==> src/rtl/counter_sequencer_pkg.sv <==
// Shared types and sizing for the counter sequencer.
// Imported by the interface, the counter and the sequencer top.
package counter_seq_pkg;

  localparam int COUNT_W    = 4;
  localparam int STEP_W_DEF = 8;
  localparam int RATE_W_DEF = 4;

  typedef enum logic [1:0] {
    IDLE,
    RUN,
    PAUSE,
    DONE
  } state_e;

endpackage

==> src/rtl/counter_sequencer_if.sv <==
// Move-command handshake between the host and the sequencer.
// The host drives the master side; the sequencer takes the slave side.
interface counter_sequencer_if
  import counter_seq_pkg::*;
#(
  parameter int STEP_W = STEP_W_DEF,
  parameter int RATE_W = RATE_W_DEF
);

  logic              cmd_valid;
  logic              cmd_ready;
  logic              cmd_up;
  logic [STEP_W-1:0] cmd_steps;
  logic [RATE_W-1:0] cmd_rate;

  modport master (
    output cmd_valid,
    output cmd_up,
    output cmd_steps,
    output cmd_rate,
    input  cmd_ready
  );

  modport slave (
    input  cmd_valid,
    input  cmd_up,
    input  cmd_steps,
    input  cmd_rate,
    output cmd_ready
  );

endinterface

==> src/rtl/counter_sequencer_counter.sv <==
// Modulo-16 up/down counter with enable and async active-high reset.
// wrap flags the enabled cycle whose step crosses the 15/0 boundary.
module counter_sequencer_counter
  import counter_seq_pkg::*;
(
  input  logic               clk,
  input  logic               reset,
  input  logic               enable,
  input  logic               up_down,
  output logic [COUNT_W-1:0] count,
  output logic               wrap
);

  localparam logic [COUNT_W-1:0] CNT_MAX = '1;

  logic [COUNT_W-1:0] count_q;
  logic [COUNT_W-1:0] count_d;

  always_comb begin
    count_d = count_q;
    wrap    = 1'b0;
    if (enable) begin
      if (up_down) begin
        count_d = count_q + COUNT_W'(1);
        wrap    = (count_q == CNT_MAX);
      end else begin
        count_d = count_q - COUNT_W'(1);
        wrap    = (count_q == '0);
      end
    end
  end

  always_ff @(posedge clk or posedge reset) begin
    if (reset) begin
      count_q <= '0;
    end else begin
      count_q <= count_d;
    end
  end

  assign count = count_q;

endmodule

==> src/rtl/counter_sequencer.sv <==
// Runs one move command at a time: paces counter steps by the
// latched rate, honours pause/abort, and pulses done on termination.
module counter_sequencer
  import counter_seq_pkg::*;
#(
  parameter int STEP_W = STEP_W_DEF,
  parameter int RATE_W = RATE_W_DEF
)(
  input  logic               clk,
  input  logic               reset_n,
  counter_sequencer_if.slave cmd,
  input  logic               pause,
  input  logic               abort,
  output logic [COUNT_W-1:0] count,
  output logic               busy,
  output logic               done,
  output logic               aborted,
  output logic               wrap
);

  state_e            state_q, state_d;
  logic              dir_q, dir_d;
  logic [RATE_W-1:0] rate_q, rate_d;
  logic [RATE_W-1:0] presc_q, presc_d;
  logic [STEP_W-1:0] remaining_q, remaining_d;
  logic              aborted_q, aborted_d;

  logic step;
  logic last_step;

  assign last_step = step && (remaining_q == STEP_W'(1));

  always_ff @(posedge clk or negedge reset_n) begin
    if (!reset_n) begin
      state_q <= IDLE;
    end else begin
      state_q <= state_d;
    end
  end

  always_comb begin
    state_d = state_q;
    unique case (state_q)
      IDLE: begin
        if (cmd.cmd_valid) begin
          state_d = (cmd.cmd_steps == '0) ? DONE : RUN;
        end
      end
      RUN: begin
        if (abort) begin
          state_d = DONE;
        end else if (last_step) begin
          state_d = DONE;
        end else if (pause) begin
          state_d = PAUSE;
        end
      end
      PAUSE: begin
        if (abort) begin
          state_d = DONE;
        end else if (!pause) begin
          state_d = RUN;
        end
      end
      DONE:    state_d = IDLE;
      default: state_d = IDLE;
    endcase
  end

  always_comb begin
    cmd.cmd_ready = (state_q == IDLE);
    busy          = (state_q == RUN) || (state_q == PAUSE);
    done          = (state_q == DONE);
    aborted       = (state_q == DONE) && aborted_q;
    // abort wins over a step falling due in the same cycle
    step          = (state_q == RUN) && !abort
                    && (presc_q == rate_q);
  end

  always_comb begin
    dir_d       = dir_q;
    rate_d      = rate_q;
    presc_d     = presc_q;
    remaining_d = remaining_q;
    aborted_d   = aborted_q;
    unique case (state_q)
      IDLE: begin
        if (cmd.cmd_valid) begin
          dir_d       = cmd.cmd_up;
          rate_d      = cmd.cmd_rate;
          remaining_d = cmd.cmd_steps;
          presc_d     = '0;
          aborted_d   = 1'b0;
        end
      end
      RUN: begin
        if (abort) begin
          aborted_d = 1'b1;
        end else if (step) begin
          presc_d     = '0;
          remaining_d = remaining_q - STEP_W'(1);
        end else begin
          presc_d = presc_q + RATE_W'(1);
        end
      end
      PAUSE: begin
        if (abort) begin
          aborted_d = 1'b1;
        end
      end
      DONE:    aborted_d = 1'b0;
      default: aborted_d = 1'b0;
    endcase
  end

  always_ff @(posedge clk or negedge reset_n) begin
    if (!reset_n) begin
      dir_q       <= 1'b0;
      rate_q      <= '0;
      presc_q     <= '0;
      remaining_q <= '0;
      aborted_q   <= 1'b0;
    end else begin
      dir_q       <= dir_d;
      rate_q      <= rate_d;
      presc_q     <= presc_d;
      remaining_q <= remaining_d;
      aborted_q   <= aborted_d;
    end
  end

  counter_sequencer_counter u_counter (
    .clk     (clk),
    .reset   (~reset_n),
    .enable  (step),
    .up_down (dir_q),
    .count   (count),
    .wrap    (wrap)
  );

endmodule

==> src/flat_wrapper.sv <==
// flat-port wrapper written by rule: the top's interface ports become plain ports
module counter_sequencer_flat import counter_seq_pkg::*;
#(
  parameter int STEP_W = STEP_W_DEF,
  parameter int RATE_W = RATE_W_DEF
)
  (clk, reset_n, pause, abort, count, busy, done, aborted, wrap, cmd_cmd_valid, cmd_cmd_up, cmd_cmd_steps, cmd_cmd_rate, cmd_cmd_ready);
  counter_sequencer_if #(.STEP_W(STEP_W), .RATE_W(RATE_W)) cmd_i ();
  input  logic clk;
  input  logic reset_n;
  input  logic pause;
  input  logic abort;
  output logic [COUNT_W-1:0] count;
  output logic busy;
  output logic done;
  output logic aborted;
  output logic wrap;
  input wire logic [$bits(cmd_i.cmd_valid)-1:0] cmd_cmd_valid;
  input wire logic [$bits(cmd_i.cmd_up)-1:0] cmd_cmd_up;
  input wire logic [$bits(cmd_i.cmd_steps)-1:0] cmd_cmd_steps;
  input wire logic [$bits(cmd_i.cmd_rate)-1:0] cmd_cmd_rate;
  output wire logic [$bits(cmd_i.cmd_ready)-1:0] cmd_cmd_ready;
  assign cmd_i.cmd_valid = cmd_cmd_valid;
  assign cmd_i.cmd_up = cmd_cmd_up;
  assign cmd_i.cmd_steps = cmd_cmd_steps;
  assign cmd_i.cmd_rate = cmd_cmd_rate;
  assign cmd_cmd_ready = cmd_i.cmd_ready;
  counter_sequencer #(.STEP_W(STEP_W), .RATE_W(RATE_W)) u_core (.clk(clk), .reset_n(reset_n), .cmd(cmd_i), .pause(pause), .abort(abort), .count(count), .busy(busy), .done(done), .aborted(aborted), .wrap(wrap));
endmodule
==> config.mk <==
export PLATFORM = sky130hd
export DESIGN_NAME = counter_sequencer_flat
export DESIGN_NICKNAME = d
export VERILOG_FILES = /design/src/rtl/counter_sequencer_pkg.sv /design/src/rtl/counter_sequencer_if.sv /design/src/rtl/counter_sequencer_counter.sv /design/src/rtl/counter_sequencer.sv /design/src/flat_wrapper.sv
export SDC_FILE = /design/constraint.sdc
export NUM_CORES = 1
export LEC_CHECK = 0
export BUFFER_PORTS_ARGS = -buffer_cell sky130_fd_sc_hd__clkbuf_2
export CELL_PAD_IN_SITES_DETAIL_PLACEMENT = 0
export CELL_PAD_IN_SITES_GLOBAL_PLACEMENT = 1
export CORE_ASPECT_RATIO = 1.5
export CORE_MARGIN = 4
export CORE_UTILIZATION = 46
export CTS_CLUSTER_SIZE = 30
export DETAILED_ROUTE_END_ITERATION = 8
export GPL_TIMING_DRIVEN = 0
export PLACE_DENSITY = 0.91
export SKIP_CTS_REPAIR_TIMING = 1
export SLEW_MARGIN = 20
export SYNTH_ARGS = -nofsm -noshare
export SYNTH_HDL_FRONTEND = slang
export SYNTH_SLANG_ARGS = --single-unit
export TNS_END_PERCENT = 1
==> constraint.sdc <==
create_clock -name clk -period 3.7 [get_ports clk]
set_clock_uncertainty 0.05 [all_clocks]
set_input_delay 0.555 -clock clk [delete_from_list [all_inputs] [get_ports clk]]
set_output_delay 0.555 -clock clk [all_outputs]
set_load 0.01 [all_outputs]
* After elaboration in Yosys (flattened, before gate mapping)
Cells that the tools add are included.
Word-level totals: bits in registers 24, input bits 18, output and inout bits 9, logic and storage cells 61
Operators by class: add/subtract/negate cells 4, eq/ne operators 12, mux-type cells 22, reduce and logical (&&, ||, !) cells 16
Operators with widths (number):
- two-way mux 8 bit | 3
- two-way mux 4 bit | 4
- one-hot mux 8 bit (2 select lines) | 1
- two-way mux 2 bit | 7
- adder 4 x 1 -> 4 bit, second input constant | 2
- equality test 8 x 1 -> 1 bit, second input constant | 1
- zero test 8 bit | 1
- one-hot mux 2 bit (4 select lines) | 1
- one-hot mux 4 bit (2 select lines) | 1
- subtractor 8 x 1 -> 8 bit, second input constant | 1
- AND reduction 3 bit | 2
- equality test 2 bit, second input constant | 2
- equality test 4 bit | 1
- equality test 4 bit, second input constant | 1
- logical AND 1 bit | 4
- zero test 4 bit | 1
- two-way mux 1 bit | 4
- != test 2 x 1 -> 1 bit, second input constant | 2
- != test 2 bit, second input constant | 2
- != test 4 x 3 -> 1 bit, second input constant | 1
- AND reduction 2 bit | 2
- AND reduction 4 bit | 1
- subtractor 4 x 1 -> 4 bit, second input constant | 1
- != test 3 bit, second input constant | 1
- other kinds (7) | 7

* Depth between registers and ports, before layout
depth in word-level cells 7, mapped depth 10

* Cells and area by module
Synthesis repeated with hierarchy kept, for this count alone.
Second synthesis, totals: cell total of the unflattened synthesis 163, area, all modules 1586.5 um2
By module, submodules not included:
- counter_sequencer | times used 1, cells each 129, area each 1268.7 um2, seq. area each 500.5 um2
- counter_sequencer_counter | times used 1, cells each 34, area each 317.8 um2, seq. area each 100.1 um2

* Worst setup path after synthesis
OpenSTA, ideal clock, no wires.
path kind flip-flop to output port, from register u_core.state_q[1], to output wrap, arrival time 1601 ps, data required time 3095 ps, path slack 1494 ps, cell stages (with the launch flop) 10, path through dfrtp_1 inv_1 ha_1 buf_4 nand2b_1 nand2b_4 buf_8 or2_1 buf_2 nor2_1
On the way: cells in the longest elaborated chain, start to end 4
Ends and longest elaborated chain:
- from (decl) | line counter_sequencer.sv:21 | state_e state_q, state_d;
- from (signal assigned) | line counter_sequencer.sv:37 | state_q <= state_d;
- equality test 2 x 1 -> 1 bit | line counter_sequencer.sv:76 | step = (state_q == RUN) && !abort
- logical AND 1 bit | line counter_sequencer.sv:76
- logical AND 1 bit | line counter_sequencer.sv:77 | && (presc_q == rate_q);
- two-way mux 1 bit | line counter_sequencer_counter.sv:22 | if (enable) begin
- to (decl) | line flat_wrapper.sv:17 | output logic wrap;
No other way between the ends.

* Final worst setup path
Ends and elaborated chain as after synthesis.

==> qor.yml <==
end_kind: "primary output"
cap_violations: 0
finalHoldViolCount: 0
grt.overflow.total: 0
area_growth_pct: 15.8
cts_tree: "yes"
synth_common_cells: "24 x dfrtp_1, 23 x nand2_1, 13 x a21oi_1"
ys_seq_area_share_pct: 37.7
fin_cells: 238
holdWs_ns: 0.236
gp_congestion: 0.868
clkTransAtPathRegs_ns: 0.08
final_util_pct: 56.7
core_area_sq_mm: 0.00325
leakage_nw: 0.811
relSlewSlack_pct: 59.4
cts_root_buf: "clkbuf_8"
io_buffer_count: 26
clock-sinks: 24
path_max_fanout: 10
worst-endpoint-arrival_ns: 2.12
avgSynthCellArea_sq_um: 9.47
yosys.area.top_type: "dfrtp_1"
synth_cell_types: 42
synth_cells: 168
pwr_density_cell_mw_per_mm2: 904
grt_antenna_before_repair: 0
finalWirelength_um: 3660
die_w_um: 56.0
rsz0062_at_grt: "false"
drc: 0
antenna_cells: 0
yosysTopAreaCellShare_pct: 37.7
drtPass1Iterations: 4
ys_ff_latch: 24
fin_crit_ns: 2.73
wl_per_cell_um: 15.4
via_per_inst: 5.66
grt_pass1_vias: 1438
synth_warnings: 0
design_area_sq_mm: 0.00184
async_flop_share_pct: 100
hold_class: "in2async"
grtUsageMet3_pct: 2.27
place_area_sq_mm: 0.00177
synth_nets: 196
die_h_um: 80.0
synth_most_common_cell: "dfrtp_1"
power_mw: 1.67
vias: 1346
fin_ws_ns: 0.973
layout-drive-gt1-share_pct: 25.3
placed_cells: 234
use_met1_pct: 20.4
synth_edf_count: 0
grt_max_degree: 25
grt_use_met2_pct: 34.0
ys_top_cells_by_area: "dfrtp_1 38%, ha_1 7.1%, nand2_1 5.4%"
ys.flop_type: "dfrtp_1"
start_util_pct: 48.9
final_max_slew_viol_count: 0
fmax_mhz: 367
groute.usage.overall_pct: 18.1
fin_crit_sh_pct: 73.7
drt_iter0_drc: 33
htreeDepth: 1
required_ns: 3.09
finalSetupViolCount: 0
critPathKind: "reg2out"
setup_tns_ns: 0
outcome: "complete, no violations"
rows: 25
crit_path_start_kind: "flip-flop"
die_area_sq_mm: 0.00448
busiest_layer: "met2"
io_pins: 27
netlist_area_sq_mm: 0.00159
worstSkewPairLatency_ns: 0.26
cts_buffer_depth: 2
ir_drop_v: 0.000507
ant_nets: 0
worst_pin_slew_ns: 0.608
fin_nets: 227
cts_made_buffers: 3
grt_pass1_wl_um: 6550
hpwl_um: 2830
dp_slack_ns: 1.27
-- routing by layer --
metal	wire length, um	up-vias
met2	2010	31
li1	-	657
met3	121	6
met4	51	0
met1	1480	652
met5	0	-
-- layout make-up --
cell class	count	area, sq um
Clock buffer	3	41.3
Tap cell	40	50.0
Fill cell	326	1410
Buffer	6	41.3
Inverter	7	26.3
Timing Repair Buffer	26	130
Multi-Input combinational cell	131	923
Sequential cell	24	601
Clock inverter	1	30.0
-- final timing paths --
check | start | endpoint | slack (ns) | depth (start not counted)
max reg2reg | u_core.state_q[1] | u_core.remaining_q[4] | 1.58 | 9
min in group clk | cmd_cmd_rate[0] | u_core.rate_q[0] | 0.47 | 2
min reg2reg | u_core.u_counter.count[3] | u_core.u_counter.count[3] | 0.48 | 1
max in group asynchronous | reset_n | u_core.remaining_q[6] | 2.97 | 1
min | reset_n | u_core.state_q[1] | 0.24 | 1
max | u_core.state_q[1] | wrap | 0.97 | 10
-- layout by cell type (no fill, tap or decap), drive strengths merged, types with 8 or more instances in the layout --
| cell type | synthesis | routed |
|---|---|---|
| dfrtp | 24 | 24 |
| clkbuf | 1 | 30 |
| ha | 9 | 9 |
| a21oi | 13 | 13 |
| nand2 | 23 | 23 |
| xnor2 | 8 | 8 |
| nor2 | 9 | 9 |
-- worst max-delay path, stage by stage, from the launching register on --
cell	delay, ns
dfrtp_1	0.43
inv_1	0.11
ha_1	0.16
buf_4	0.14
nand2b_1	0.09
nand2b_4	0.15
buf_8	0.14
or2_1	0.21
buf_2	0.17
nor2_1	0.12
clkbuf_2	0.14
-- power breakdown --
group | leakage [nW] | switching (mW) | internal, mW
clock network | 0.0357 | 0.0837 | 0.144
logic | 0.483 | 0.503 | 0.392
registers | 0.292 | 0.154 | 0.390
total | 0.811 | 0.740 | 0.926
-- cell families after synthesis --
family	count (synthesis)	share of synthesized area (%)
flops	24	37.7
buf+inv	13	4.24
mux	13	8.65
xor+xnor	8	4.87
compound gates	36	13.6
fa+ha+maj	10	8.33
simple gates	64	22.6
-- registers in the layout (all words and copies together), names as in the netlist --
signal                  count
u_core.u_counter.count      4
u_core.aborted_q            1
u_core.rate_q               4
u_core.remaining_q          8
u_core.presc_q              4
u_core.dir_q                1
u_core.state_q              2
Power figures use the tool's default switching activity.
